--- src/rtl/uart_word_pkg.sv ---
// Shared definitions for the word-level UART blocks.
//   state_e      : responder FSM states
//   rx_state_e   : byte receiver states
//   build_frame  : packs a 32-bit word into four back-to-back 8N1 frames,
//                  LSB byte first, bit 0 of the result is the first bit on the line
package uart_word_pkg;

  localparam int unsigned BYTES_PER_WORD       = 4;
  localparam int unsigned BITS_PER_FRAME       = 10;
  localparam int unsigned FRAME_BITS           = BYTES_PER_WORD * BITS_PER_FRAME;
  localparam int unsigned DEFAULT_CLKS_PER_BIT = 16;

  typedef enum logic [1:0] {
    IDLE,
    MEM_REQ,
    MEM_WAIT,
    TX_SEND
  } state_e;

  typedef enum logic [1:0] {
    RX_IDLE,
    RX_START,
    RX_DATA,
    RX_STOP
  } rx_state_e;

  function automatic logic [FRAME_BITS-1:0] build_frame(input logic [31:0] word);
    logic [FRAME_BITS-1:0] f;
    f = '0;
    for (int unsigned k = 0; k < BYTES_PER_WORD; k++) begin
      f[k*BITS_PER_FRAME +: BITS_PER_FRAME] = {1'b1, word[k*8 +: 8], 1'b0};
    end
    return f;
  endfunction

endpackage

--- src/rtl/uart_byte_rx.sv ---
// 8N1 byte receiver on an oversampled clock.
//   clk, reset   : clock, asynchronous active-high reset
//   rx           : raw serial input (asynchronous, idle high)
//   rx_busy      : a frame is being received
//   start_det    : falling edge seen while idle (start of a candidate frame)
//   byte_valid   : one-cycle pulse, byte_data holds a good byte
//   byte_data    : received byte, LSB first on the line
//   frame_err    : one-cycle pulse when the stop bit reads 0 (byte discarded)
module uart_byte_rx
  import uart_word_pkg::*;
#(
  parameter int unsigned CLKS_PER_BIT = DEFAULT_CLKS_PER_BIT
) (
  input  logic       clk,
  input  logic       reset,
  input  logic       rx,
  output logic       rx_busy,
  output logic       start_det,
  output logic       byte_valid,
  output logic [7:0] byte_data,
  output logic       frame_err
);

  localparam int unsigned CNT_W = $clog2(CLKS_PER_BIT + 1);
  localparam logic [CNT_W-1:0] HALF_CNT = CNT_W'(CLKS_PER_BIT / 2);
  localparam logic [CNT_W-1:0] LAST_CNT = CNT_W'(CLKS_PER_BIT - 1);

  logic             rx_meta_q, rx_sync_q, rx_prev_q;
  rx_state_e        state_q, state_d;
  logic [CNT_W-1:0] cnt_q, cnt_d;
  logic [2:0]       bit_idx_q, bit_idx_d;
  logic [7:0]       shift_q, shift_d;
  logic             byte_valid_q, byte_valid_d;
  logic             frame_err_q, frame_err_d;

  assign start_det  = (state_q == RX_IDLE) && rx_prev_q && !rx_sync_q;
  assign rx_busy    = (state_q != RX_IDLE);
  assign byte_valid = byte_valid_q;
  assign byte_data  = shift_q;
  assign frame_err  = frame_err_q;

  // The start check falls CLKS_PER_BIT/2 samples after the synchronised edge,
  // i.e. mid start bit; every later sample is one full bit period on.
  always_comb begin
    state_d      = state_q;
    cnt_d        = cnt_q;
    bit_idx_d    = bit_idx_q;
    shift_d      = shift_q;
    byte_valid_d = 1'b0;
    frame_err_d  = 1'b0;
    case (state_q)
      RX_IDLE: begin
        if (start_det) begin
          state_d = RX_START;
          cnt_d   = '0;
        end
      end
      RX_START: begin
        if (cnt_q == HALF_CNT) begin
          cnt_d     = '0;
          bit_idx_d = '0;
          state_d   = rx_sync_q ? RX_IDLE : RX_DATA;
        end else begin
          cnt_d = cnt_q + CNT_W'(1);
        end
      end
      RX_DATA: begin
        if (cnt_q == LAST_CNT) begin
          cnt_d     = '0;
          shift_d   = {rx_sync_q, shift_q[7:1]};
          bit_idx_d = bit_idx_q + 3'd1;
          if (bit_idx_q == 3'd7) state_d = RX_STOP;
        end else begin
          cnt_d = cnt_q + CNT_W'(1);
        end
      end
      RX_STOP: begin
        if (cnt_q == LAST_CNT) begin
          cnt_d   = '0;
          state_d = RX_IDLE;
          if (rx_sync_q) byte_valid_d = 1'b1;
          else           frame_err_d  = 1'b1;
        end else begin
          cnt_d = cnt_q + CNT_W'(1);
        end
      end
      default: state_d = RX_IDLE;
    endcase
  end

  always_ff @(posedge clk or posedge reset) begin
    if (reset) begin
      rx_meta_q    <= 1'b1;
      rx_sync_q    <= 1'b1;
      rx_prev_q    <= 1'b1;
      state_q      <= RX_IDLE;
      cnt_q        <= '0;
      bit_idx_q    <= '0;
      shift_q      <= '0;
      byte_valid_q <= 1'b0;
      frame_err_q  <= 1'b0;
    end else begin
      rx_meta_q    <= rx;
      rx_sync_q    <= rx_meta_q;
      rx_prev_q    <= rx_sync_q;
      state_q      <= state_d;
      cnt_q        <= cnt_d;
      bit_idx_q    <= bit_idx_d;
      shift_q      <= shift_d;
      byte_valid_q <= byte_valid_d;
      frame_err_q  <= frame_err_d;
    end
  end

endmodule

--- src/rtl/uart_instr_responder.sv ---
// Memory-side responder for the 32-bit UART word query: receives a 4-byte
// address word, reads one word from a synchronous memory, returns it as 4 bytes.
//   clk, reset : oversampled baud clock, asynchronous active-high reset
//   rx, tx     : 8N1 serial in / out, both idle high
//   mem_en     : one-cycle read strobe; mem_addr = rx_word[ADDR_W+1:2]
//   mem_rdata  : read data, valid the cycle after mem_en
//   busy       : word accepted until last stop bit of the response sent
//   frame_err  : one-cycle pulse on a bad stop bit
//   overrun    : sticky, a word completed while busy (that word is dropped)
module uart_instr_responder
  import uart_word_pkg::*;
#(
  parameter int unsigned CLKS_PER_BIT = DEFAULT_CLKS_PER_BIT,
  parameter int unsigned ADDR_W       = 8,
  parameter int unsigned TIMEOUT_BITS = 20
) (
  input  logic              clk,
  input  logic              reset,
  input  logic              rx,
  output logic              tx,
  output logic              mem_en,
  output logic [ADDR_W-1:0] mem_addr,
  input  logic [31:0]       mem_rdata,
  output logic              busy,
  output logic              frame_err,
  output logic              overrun
);

  localparam int unsigned TIMEOUT_CYCLES = TIMEOUT_BITS * CLKS_PER_BIT;
  localparam int unsigned TO_W   = $clog2(TIMEOUT_CYCLES + 1);
  localparam int unsigned BCLK_W = $clog2(CLKS_PER_BIT + 1);
  localparam int unsigned FIDX_W = $clog2(FRAME_BITS + 1);
  localparam logic [TO_W-1:0]   TO_LAST   = TO_W'(TIMEOUT_CYCLES - 1);
  localparam logic [BCLK_W-1:0] BCLK_LAST = BCLK_W'(CLKS_PER_BIT - 1);
  localparam logic [FIDX_W-1:0] FIDX_LAST = FIDX_W'(FRAME_BITS - 1);

  logic       rx_busy, rx_start, rx_valid, rx_ferr;
  logic [7:0] rx_byte;

  uart_byte_rx #(
    .CLKS_PER_BIT(CLKS_PER_BIT)
  ) u_byte_rx (
    .clk       (clk),
    .reset     (reset),
    .rx        (rx),
    .rx_busy   (rx_busy),
    .start_det (rx_start),
    .byte_valid(rx_valid),
    .byte_data (rx_byte),
    .frame_err (rx_ferr)
  );

  state_e                  state_q, state_d;
  logic [1:0]              byte_cnt_q, byte_cnt_d;
  logic [23:0]             rx_word_q, rx_word_d;
  logic [TO_W-1:0]         to_cnt_q, to_cnt_d;
  logic                    mem_en_q, mem_en_d;
  logic [ADDR_W-1:0]       mem_addr_q, mem_addr_d;
  logic                    busy_q, busy_d;
  logic                    overrun_q, overrun_d;
  logic                    tx_q, tx_d;
  logic [FRAME_BITS-1:0]   frame_q, frame_d;
  logic [BCLK_W-1:0]       tx_clk_q, tx_clk_d;
  logic [FIDX_W-1:0]       tx_bit_q, tx_bit_d;

  logic        timeout;
  logic        word_done;
  logic [31:0] full_word;

  assign tx        = tx_q;
  assign mem_en    = mem_en_q;
  assign mem_addr  = mem_addr_q;
  assign busy      = busy_q;
  assign frame_err = rx_ferr;
  assign overrun   = overrun_q;
  assign full_word = {rx_byte, rx_word_q};

  always_comb begin
    state_d    = state_q;
    byte_cnt_d = byte_cnt_q;
    rx_word_d  = rx_word_q;
    to_cnt_d   = to_cnt_q;
    mem_en_d   = 1'b0;
    mem_addr_d = mem_addr_q;
    busy_d     = busy_q;
    overrun_d  = overrun_q;
    tx_d       = tx_q;
    frame_d    = frame_q;
    tx_clk_d   = tx_clk_q;
    tx_bit_d   = tx_bit_q;
    timeout    = 1'b0;
    word_done  = 1'b0;

    // Inter-byte timeout only runs between frames of a partial word; a start
    // edge in the expiry cycle clears the counter first, so the word survives.
    if (byte_cnt_q == 2'd0 || rx_busy || rx_start) begin
      to_cnt_d = '0;
    end else if (to_cnt_q == TO_LAST) begin
      to_cnt_d = '0;
      timeout  = 1'b1;
    end else begin
      to_cnt_d = to_cnt_q + TO_W'(1);
    end

    // Word assembly; the 4th byte is used straight from the receiver.
    if (rx_ferr) begin
      byte_cnt_d = 2'd0;
    end else if (rx_valid) begin
      case (byte_cnt_q)
        2'd0: rx_word_d[7:0]   = rx_byte;
        2'd1: rx_word_d[15:8]  = rx_byte;
        2'd2: rx_word_d[23:16] = rx_byte;
        default: word_done = 1'b1;
      endcase
      byte_cnt_d = byte_cnt_q + 2'd1;
    end else if (timeout) begin
      byte_cnt_d = 2'd0;
    end

    if (word_done && busy_q) overrun_d = 1'b1;

    case (state_q)
      IDLE: begin
        if (word_done) begin
          state_d    = MEM_REQ;
          mem_en_d   = 1'b1;
          busy_d     = 1'b1;
          mem_addr_d = full_word[ADDR_W+1:2];
        end
      end
      MEM_REQ: state_d = MEM_WAIT;
      MEM_WAIT: begin
        state_d  = TX_SEND;
        frame_d  = build_frame(mem_rdata);
        tx_d     = 1'b0;
        tx_clk_d = '0;
        tx_bit_d = '0;
      end
      TX_SEND: begin
        if (tx_clk_q == BCLK_LAST) begin
          tx_clk_d = '0;
          if (tx_bit_q == FIDX_LAST) begin
            state_d = IDLE;
            busy_d  = 1'b0;
            tx_d    = 1'b1;
          end else begin
            tx_bit_d = tx_bit_q + FIDX_W'(1);
            frame_d  = frame_q >> 1;
            tx_d     = frame_q[1];
          end
        end else begin
          tx_clk_d = tx_clk_q + BCLK_W'(1);
        end
      end
      default: state_d = IDLE;
    endcase
  end

  always_ff @(posedge clk or posedge reset) begin
    if (reset) begin
      state_q    <= IDLE;
      byte_cnt_q <= '0;
      rx_word_q  <= '0;
      to_cnt_q   <= '0;
      mem_en_q   <= 1'b0;
      mem_addr_q <= '0;
      busy_q     <= 1'b0;
      overrun_q  <= 1'b0;
      tx_q       <= 1'b1;
      frame_q    <= '1;
      tx_clk_q   <= '0;
      tx_bit_q   <= '0;
    end else begin
      state_q    <= state_d;
      byte_cnt_q <= byte_cnt_d;
      rx_word_q  <= rx_word_d;
      to_cnt_q   <= to_cnt_d;
      mem_en_q   <= mem_en_d;
      mem_addr_q <= mem_addr_d;
      busy_q     <= busy_d;
      overrun_q  <= overrun_d;
      tx_q       <= tx_d;
      frame_q    <= frame_d;
      tx_clk_q   <= tx_clk_d;
      tx_bit_q   <= tx_bit_d;
    end
  end

endmodule
--- config.mk ---
export PLATFORM = sky130hd
export DESIGN_NAME = uart_instr_responder
export DESIGN_NICKNAME = d
export VERILOG_FILES = /design/src/rtl/uart_word_pkg.sv /design/src/rtl/uart_byte_rx.sv /design/src/rtl/uart_instr_responder.sv
export SDC_FILE = /design/constraint.sdc
export NUM_CORES = 1
export LEC_CHECK = 0
export ABC_AREA = 1
export BUFFER_PORTS_ARGS = -buffer_cell sky130_fd_sc_hd__buf_4
export CORE_AREA = 2 2 113 115
export CTS_CLUSTER_DIAMETER = 200
export DETAILED_ROUTE_END_ITERATION = 8
export DIE_AREA = 0 0 115 117
export RECOVER_POWER = 50
export SYNTH_ARGS = -nofsm -noshare
export SYNTH_HDL_FRONTEND = slang
export SYNTH_HIERARCHICAL = 1
export SYNTH_SLANG_ARGS = --single-unit
--- constraint.sdc ---
create_clock -name clk -period 3.6 [get_ports clk]
set_clock_uncertainty 0.2 [all_clocks]
set_input_delay 0.18 -clock clk [delete_from_list [all_inputs] [get_ports clk]]
set_output_delay 0.18 -clock clk [all_outputs]
set_load 0.05 [all_outputs]
==> flow_metrics.tcl, run 1 <==
set metrics [dict create \
    dpl.cell_count 817 \
    period_share 0.584 \
    die_area_sq_um 13500 \
    critical-path-max-stage-delay_ns 0.47 \
    insertion_delay_ns 0.35 \
    leakage_uw 0.00327 \
    ant_nets 0 \
    drt_wl_total_mm 10.9 \
    synth-seq-cells 106 \
    io_pins 48 \
    synthSimpleGateAreaFrac 0.347 \
    grt_pass1_vias 4208 \
    ir_worst_vdd_mv 0.326 \
    p_seq_frac 0.488 \
    drt-pass1-iter-count 6 \
    cts-root-buf "clkbuf_16" \
    crit_arrival_ns 2.18 \
    p_sw_frac 0.265 \
    cts_tree "built" \
    nets 761 \
    gp_congestion 0.807 \
    synth_fa_ha_area_frac 0.0326 \
    status "finished with violations" \
    slew_headroom -0.109 \
    endpoint_kind "flop" \
    cts_made_buffers 9 \
    grt_max_degree 44 \
    max_freq_mhz 476 \
    drtIter0Drc 186 \
    wire_per_inst_um 12.6 \
    antenna_found_initial 0 \
    via_per_inst 4.82 \
    num_rows 41 \
    worstPathCellList "ha_2 > nor2_1 > inv_2 > buf_4 > nand2_1 > a21oi_1" \
    die_w_um 115 \
    report.power.total_uw 2600 \
    synthFlopType "dfrtp_1" \
    hold_viol 0 \
    post_cts_buffers 0 \
    synth_xor_area_frac 0.0114 \
    synth.top_cell.area_share 0.293 \
    num_antenna_cells 0 \
    synth_top_family_by_area "simple AND/OR/NAND/NOR gates" \
    yosysTopAreaCell "dfrtp_1" \
    rsz0062_at_grt "false" \
    synth_warnings 6 \
    core_area_sq_um 12300 \
    hold_path_class "flop to flop" \
    syn_area_per_cell_sq_um 8.41 \
    syn_nets 688 \
    cp.required_ns 3.68 \
    synth_area_sq_um 5380 \
    cts.repair.resized 0 \
    ys_async_sr_fraction 1.00 \
    final-setup-viol-count 0 \
    fin_crit_ns 2.10 \
    cts.hold.buffers_added 34 \
    syn_to_final_growth_pct 17.9 \
    die_h_um 117 \
    p_comb_frac 0.117 \
    netlist_instances 639 \
    drc 0 \
    cts_num_sinks 106 \
    violations "max-capacitance violations, max-slew violations" \
    globalRoute.totalOverflow 0 \
    path_max_fanout 35 \
    path_delay_family "buffers and inverters" \
    cap_violations 1 \
    worst_slew_pin_slew_ns 1.65 \
    synth_edf_count 0 \
    path_clk_slew_ns 0.07 \
    grtUsageTotal 0.178 \
    synth_area_leaders "dfrtp_1 29%, dfstp_2 21%, nand2_1 20%" \
    path_class "flop to flop" \
    synth_mux_area_frac 0.0126 \
    cts_buffer_depth 2 \
    start_kind "flop" \
    fin_setup_tns_ns 0 \
    p_clk_frac 0.395 \
    crit_path_top_delay_cell "buf_4" \
    stdcell_count 867 \
    synth_compound_area_frac 0.0277 \
    vias 4176 \
    p_per_area_nw_per_um2 409 \
    power.switching_uw 689 \
    cp.buffers_inverters 2 \
    start_util 0.437 \
    intPower_uw 1910 \
    yosysUniqueCellTypes 39 \
    grt_pass1_wl_mm 19.1 \
    place_hpwl_mm 7.26 \
    layout-drive-gt1-share 0.204 \
    portBuffers 47 \
    maxSlewViolCount 39 \
    h-tree-depth 3 \
    seq_area_frac_synth 0.503 \
]
[final timing paths]
kind                                               startpoint                               end  slack, ns  depth (start not counted)
worst min-delay path            u_byte_rx/rx_meta_q$_DFF_PP1_     u_byte_rx/rx_sync_q$_DFF_PP1_       0.18                          0
min in group asynchronous                               reset  u_byte_rx/state_q[0]$_DFFE_PP0P_       0.35                          3
worst max register to register         state_q[1]$_DFFE_PP0P_                    tx$_DFFE_PP1P_       1.50                          6
worst min register to register  u_byte_rx/rx_meta_q$_DFF_PP1_     u_byte_rx/rx_sync_q$_DFF_PP1_       0.18                          0
max in group asynchronous                               reset           frame_q[37]$_DFFE_PP1P_       1.54                          4
worst max-delay path                   state_q[1]$_DFFE_PP0P_                    tx$_DFFE_PP1P_       1.50                          6
[worst reg2reg max path: stages (launching register included)]
cell	delay (ns)
dfrtp_1	0.39
ha_2	0.31
nor2_1	0.10
inv_2	0.28
buf_4	0.47
nand2_1	0.11
a21oi_1	0.18
[metal layers]
metal | part of all wire | global-route usage | wire length (um) | up-vias
met5 | 0 | 0 | 0 | -
met4 | 0.019 | 0.0610 | 203 | 0
met3 | 0.035 | 0.0494 | 383 | 17
met2 | 0.49 | 0.307 | 5340 | 53
met1 | 0.46 | 0.217 | 5020 | 1966
li1 | - | - | - | 2140
[cell usage after synthesis, types with 2 or more instances]
| cell | n |
|---|---|
| nor3_1 | 5 |
| nor2_2 | 3 |
| nand2_1 | 286 |
| or2_2 | 3 |
| ha_1 | 14 |
| nand3_4 | 2 |
| a21oi_1 | 4 |
| nand2_2 | 5 |
| dfstp_2 | 43 |
| buf_12 | 3 |
| nand4_1 | 3 |
| nand2_4 | 2 |
| inv_2 | 3 |
| nand3_1 | 45 |
| nand3_2 | 21 |
| o22ai_1 | 2 |
| buf_4 | 5 |
| nor2_1 | 34 |
| inv_1 | 39 |
| dfrtp_1 | 63 |
| o21ai_2 | 2 |
| nor2_4 | 2 |
| mux2_2 | 6 |
| xor2_1 | 5 |
| clkbuf_1 | 3 |
| buf_2 | 12 |
| o21ai_0 | 11 |
| xnor2_1 | 2 |
[sequential cells by signal (all words and copies together) (netlist names), 2 cells and up, named ones only]
signal,flops
rx_word_q,8
frame_q,39
to_cnt_q,9
tx_clk_q,5
u_byte_rx/cnt_q,5
state_q,2
mem_addr,8
u_byte_rx/bit_idx_q,3
tx_bit_q,6
byte_cnt_q,2
u_byte_rx/byte_data,8
[power by group through the flow]
stage | logic (uW) | clock network (uW) | registers (uW)
final | 303 | 1030 | 1270
after global placement | 277 | 0 | 1290
after detailed placement | 286 | 0 | 1290
after global routing | 349 | 1110 | 1270
after floorplan | 206 | 0 | 1280
after CTS | 317 | 1060 | 1270
[final cells by class]
cell class | count | area [sq um]
Fill cell | 1173 | 5970
Tap cell | 150 | 188
Multi-Input combinational cell | 466 | 2290
Clock inverter | 7 | 85.1
Inverter | 42 | 159
Timing Repair Buffer | 87 | 686
Clock buffer | 9 | 225
Sequential cell | 106 | 2710
[cells in the final DEF (no fill, tap or decap), types with 3 or more instances in the layout]
| cell type | Yosys | final |
|---|---|---|
| mux2_2 | 6 | 6 |
| nand3_1 | 45 | 45 |
| o21ai_0 | 11 | 13 |
| or2_2 | 3 | 3 |
| nor2_2 | 3 | 3 |
| nor2_1 | 34 | 35 |
| clkbuf_1 | 3 | 14 |
| nand4_1 | 3 | 3 |
| xor2_1 | 5 | 5 |
| nor3_1 | 5 | 5 |
| inv_2 | 3 | 4 |
| dfstp_2 | 43 | 42 |
| ha_1 | 14 | 13 |
| inv_1 | 39 | 37 |
| nand2_1 | 286 | 288 |
| buf_4 | 5 | 38 |
| nand3_2 | 21 | 21 |
| dfrtp_1 | 63 | 63 |
| clkbuf_16 | 0 | 9 |
| a21oi_1 | 4 | 4 |
| nand2_2 | 5 | 4 |
| dlygate4sd3_1 | 0 | 34 |
[logic make-up (layout without fill, tap and decap cells)]
family          Yosys count  in the layout
simple gates            414            414
mux                       6              6
xor+xnor                  7              7
flops                   106            106
compound gates           25             25
buf+inv                  67            145
fa+ha+maj                14             14
[through the flow]
step / area [sq um] / setup slack [ns] / hold WS (ns) / util
5_1_grt: 6340 / 1.18 / 0.179 / 0.515
2_1_floorplan: 5380 / 1.15 / -0.0203 / -
6_report: 6340 / 1.50 / 0.177 / 0.515
3_5_place_dp: 5770 / 1.50 / 0.0931 / 0.469
3_3_place_gp: 5770 / 1.56 / 0.0892 / 0.469
4_1_cts: 6420 / 1.49 / 0.169 / 0.522
Power figures use the tool's default switching activity.
==> run 2, diff against run 1 <==
- clock period: 3.6 -> 1.97 ns (I/O delays scaled with it)
==> run 2 against run 1 <==
Hold slack got worse by 0.12 ns. Sequential power increased by 83%. The run now ends clean. Via count increased by 2.3%. Largest power group unchanged. Sequential share of layout area decreased by 1.2 points. Cell count increased by 1.2%. Non-clock buffer count increased by 9. Wire length decreased by 0.64%. Combinational power increased by 89%.
==> flow_metrics.tcl, run 2 (synthesized netlist as in run 1, its figures left out) <==
set metrics [dict create \
    status "completed" \
    leakage_uw 0.00339 \
    crit_arrival_ns 1.86 \
    n_fill_cell 1161 \
    power.switching_uw 1220 \
    via_per_inst 4.87 \
    drt-pass1-iter-count 4 \
    cts_made_buffers 9 \
    vias 4270 \
    io_pins 48 \
    syn_to_final_growth_pct 21.3 \
    place_hpwl_mm 7.47 \
    seqCellArea_sq_um 2710 \
    largest_registers "frame_q: 39 flops, to_cnt_q: 9 flops" \
    h-tree-depth 3 \
    path_class "flop to flop" \
    globalRoute.totalOverflow 0 \
    ant_nets 0 \
    cap_violations 0 \
    ir_worst_vdd_mv 0.865 \
    report.power.total_uw 4780 \
    die_area_sq_um 13500 \
    cts.repair.resized 0 \
    fin_setup_tns_ns 0 \
    final_cell_mix "286 x nand2_1, 63 x dfrtp_1, 45 x nand3_1, 45 x buf_4, 43 x dfstp_2" \
    final-setup-viol-count 0 \
    hold_viol 0 \
    endpoint_kind "flop" \
    p_comb_frac 0.120 \
    stdcell_count 877 \
    die_h_um 117 \
    gp_congestion 0.817 \
    nets 770 \
    maxSlewViolCount 0 \
    portBuffers 47 \
    stdcell_area_sq_um 6520 \
    worst_slew_pin_slew_ns 0.930 \
    intPower_uw 3560 \
    p_seq_frac 0.486 \
    p_clk_frac 0.394 \
    slew_headroom 0.376 \
    grtUsageTotal 0.177 \
    drt_wl_total_mm 10.9 \
    cts_tree "built" \
    layout-drive-gt1-share 0.226 \
    final_common_cell "nand2_1" \
    rsz0062_at_grt "false" \
    start_util 0.437 \
    period_share 0.910 \
    antenna_found_initial 1 \
    max_freq_mhz 558 \
    dpl.cell_count 826 \
    insertion_delay_ns 0.35 \
    largest_reg_flops 39 \
    cts-root-buf "clkbuf_16" \
    cts_num_sinks 106 \
    p_sw_frac 0.255 \
    p_per_area_nw_per_um2 732 \
    drtIter0Drc 214 \
    wire_per_inst_um 12.4 \
    hold_path_class "input pin to asynchronous set/reset pin" \
    whs_ns 0.0530 \
    grt_pass1_vias 4216 \
    cts_buffer_depth 2 \
    cp.required_ns 2.03 \
    dpl_cell_area_sq_um 5900 \
    start_kind "flop" \
    multi_input_area_sq_um 2320 \
    num_rows 41 \
    fin_crit_ns 1.79 \
    drc 0 \
    die_w_um 115 \
    core_area_sq_um 12300 \
    regMostFlops "frame_q" \
    path_clk_slew_ns 0.07 \
    grt_max_degree 48 \
    path_max_fanout 4 \
    grt_pass1_wl_mm 18.9 \
]
==> run 2: final cells by class <==
type                       instances  area share
antenna                            1    0.000384
clock buffer                      11      0.0387
clock inverter                     5      0.0104
inverter                          42      0.0244
multi-input combinational        466       0.356
sequential                       106       0.415
tap                              150      0.0288
timing repair buffer              96       0.127
==> run 2: repair_timing <==
action,4_1_cts,5_1_grt
endpoints found under the hold margin,96,0
hold buffers,34,0
buffers inserted,0,0
==> run 2: through the flow <==
stage	setup WS, ns	utilization
5_1_grt	0.0131	0.530
3_3_place_gp	0.280	0.479
6_report	0.177	0.530
2_1_floorplan	0.346	-
3_5_place_dp	0.172	0.479
4_1_cts	0.159	0.533
==> run 2: final timing paths <==
path,from,end,slack (ns),depth (start not counted)
worst min register to register,u_byte_rx/rx_meta_q$_DFF_PP1_,u_byte_rx/rx_sync_q$_DFF_PP1_,0.16,0
worst max-delay path,byte_cnt_q[0]$_DFFE_PP0P_,to_cnt_q[3]$_DFF_PP0_,0.18,5
max in group asynchronous,reset,frame_q[35]$_DFFE_PP1P_,0.39,4
worst max register to register,byte_cnt_q[0]$_DFFE_PP0P_,to_cnt_q[3]$_DFF_PP0_,0.18,5
min in group clk,u_byte_rx/rx_meta_q$_DFF_PP1_,u_byte_rx/rx_sync_q$_DFF_PP1_,0.16,0
worst min-delay path,reset,u_byte_rx/byte_data[1]$_DFFE_PP0P_,0.05,3
==> run 2: layer usage <==
metal	global-route usage	routed length [um]	vias to the layer above
met2	0.311	5460	56
li1	-	-	2171
met4	0.0651	197	0
met1	0.208	4850	2025
met5	0	0	-
met3	0.0484	370	18
==> run 2: critical path: stages, from the launching register on <==
cell     delay [ns]
dfrtp_1        0.41
inv_1          0.08
ha_1           0.23
nor3_1         0.39
nand2_1        0.18
nor3b_1        0.21
==> run 2: power groups by stage <==
stage / clock network (uW) / registers, uW / logic (uW)
floorplan: 0 / 2340 / 376
CTS: 1950 / 2320 / 587
finish: 1880 / 2320 / 573
detailed placement: 0 / 2360 / 522
global placement: 0 / 2350 / 517
global route: 2030 / 2330 / 651
==> run 3, diff against run 2 <==
- clock period: 1.97 -> 2.2 ns (I/O delays scaled with it)
==> run 3 against run 2 <==
Die area stayed put. Design area is 1.8% lower. Non-clock buffer count is 6 lower. Critical path type unchanged. Clock-buffer cell count is 2 lower. Critical path depth is 1 higher. First-iteration DRC count is 7.9% lower. Largest power group unchanged. Setup slack better by 0.21 ns. Total power is 13% lower. Maximum frequency is 1.4% lower. Global-route usage is 0.46 points lower. Clock power is 17% lower.
==> flow_metrics.tcl, run 3 (synthesized netlist as in run 1, its figures left out) <==
set metrics [dict create \
    status "completed" \
    ir_worst_vdd_mv 0.760 \
    intPower_uw 3010 \
    cp.required_ns 2.29 \
    final_cell_mix "286 x nand2_1, 63 x dfrtp_1, 45 x nand3_1" \
    p_sw_frac 0.272 \
    critPathMostFrequentCell "nand2_1" \
    path_max_fanout 43 \
    fin_crit_ns 1.82 \
    hold_viol 0 \
    io_pins 48 \
    crit_arrival_ns 1.91 \
    maxSlewViolCount 0 \
    wire_per_inst_um 12.3 \
    globalRoute.totalOverflow 0 \
    worstPathCellList "ha_2 > nor2_1 > inv_2 > nand2_4 > nand2_1 > nand2_1" \
    h-tree-depth 3 \
    die_h_um 117 \
    rsz0062_at_grt "false" \
    r2r_start "state_q[1]$_DFFE_PP0P_" \
    num_rows 41 \
    drc 0 \
    final-setup-viol-count 0 \
    fin_setup_tns_ns 0 \
    path_class "flop to flop" \
    critical-path-max-stage-delay_ns 0.42 \
    post_cts_buffers 0 \
    syn_to_final_growth_pct 19.1 \
    cts_tree "built" \
    path_delay_family "simple AND/OR/NAND/NOR gates" \
    cts_made_buffers 9 \
    hold_path_class "input pin to asynchronous set/reset pin" \
    grt_max_degree 65 \
    largest_registers "frame_q: 39 flops, to_cnt_q: 9 flops" \
    drt-pass1-iter-count 4 \
    leakage_uw 0.00331 \
    nets 764 \
    antenna_found_initial 0 \
    p_per_area_nw_per_um2 646 \
    crit_path_top_delay_cell "dfrtp_1" \
    period_share 0.827 \
    grt_pass1_vias 4163 \
    endpoint_kind "flop" \
    path_clk_slew_ns 0.07 \
    whs_ns 0.0644 \
    n_fill_cell 1169 \
    num_antenna_cells 0 \
    p_clk_frac 0.376 \
    ant_nets 0 \
    place_hpwl_mm 7.11 \
    grt_pass1_wl_mm 18.5 \
    gp_congestion 0.829 \
    die_area_sq_um 13500 \
    via_per_inst 4.78 \
    cp.buffers_inverters 1 \
    layout-drive-gt1-share 0.213 \
    power.switching_uw 1130 \
    core_area_sq_um 12300 \
    cp-startpoint "state_q[1]$_DFFE_PP0P_" \
    vias 4156 \
    insertion_delay_ns 0.35 \
    cts_num_sinks 106 \
    largest_reg_flops 39 \
    max_freq_mhz 550 \
    drtIter0Drc 197 \
    cts.hold.buffers_added 34 \
    regMostFlops "frame_q" \
    p_comb_frac 0.122 \
    cts_buffer_depth 2 \
    slew_headroom 0.377 \
    drt_wl_total_mm 10.7 \
    die_w_um 115 \
    start_kind "flop" \
    final_common_cell "nand2_1" \
    regToRegSetupSlack_ns 0.38 \
    cts.repair.resized 0 \
    cts-root-buf "clkbuf_16" \
    p_seq_frac 0.502 \
    cap_violations 0 \
    portBuffers 47 \
    worst_slew_pin_slew_ns 0.930 \
    grtUsageTotal 0.172 \
    start_util 0.437 \
]
==> run 3: changes by cell type in the layout (fill, tap and decap cells not counted), moves of 2 or more <==
cell / change
clkbuf_1: +4
inv_6: +2
clkinvlp_4: +3
buf_4: -7
clkinv_4: -2
clkbuf_8: -2
buf_12: -2
==> run 3: through the flow <==
stage / std cells / util / total power (uW) / setup slack, ns / cell area (sq um)
2_1_floorplan: 639 / - / 2430 / 0.576 / 5380
3_3_place_gp: 820 / 0.474 / 2560 / 0.384 / 5830
3_5_place_dp: 820 / 0.474 / 2570 / 0.366 / 5830
4_1_cts: 870 / 0.525 / 4210 / 0.352 / 6460
5_1_grt: 870 / 0.520 / 4350 / 0.119 / 6400
6_report: 870 / 0.520 / 4140 / 0.382 / 6400
==> run 3: final timing paths <==
| check | end | cells past startpoint |
|---|---|---|
| max | frame_q[20]$_DFFE_PP1P_ | 6 |
| min | u_byte_rx/bit_idx_q[2]$_DFFE_PP0P_ | 3 |
| min in group clk | u_byte_rx/rx_sync_q$_DFF_PP1_ | 0 |
| min reg2reg | u_byte_rx/rx_sync_q$_DFF_PP1_ | 0 |
| max reg2reg | frame_q[20]$_DFFE_PP1P_ | 6 |
| max in group asynchronous | u_byte_rx/cnt_q[2]$_DFFE_PP0P_ | 4 |
==> run 3: power by group through the flow <==
stage | Clock, uW | Sequential, uW | Combinational, uW
2_1_floorplan | 0 | 2100 | 337
3_3_place_gp | 0 | 2110 | 456
3_5_place_dp | 0 | 2110 | 463
4_1_cts | 1620 | 2080 | 514
5_1_grt | 1680 | 2090 | 583
6_report | 1560 | 2080 | 503
==> run 3: cell type report <==
type                       instances  area, sq um  area share
sequential                       106         2710       0.423
multi-input combinational        466         2320       0.362
timing repair buffer              90          746       0.116
clock buffer                       9          225      0.0352
tap                              150          188      0.0293
inverter                          42          159      0.0248
clock inverter                     7         60.1     0.00938
==> run 3: metal layers <==
metal | part of all wire | wire, um | track usage
met1 | 0.45 | 4810 | 0.205
met2 | 0.50 | 5350 | 0.310
met3 | 0.038 | 402 | 0.0463
met4 | 0.010 | 107 | 0.0458
met5 | 0 | 0 | 0
==> run 3: worst register-to-register path, stage by stage (launching register included) <==
cell     delay, ns
dfrtp_1       0.42
ha_2          0.28
nor2_1        0.20
inv_2         0.10
nand2_4       0.37
nand2_1       0.11
nand2_1       0.09
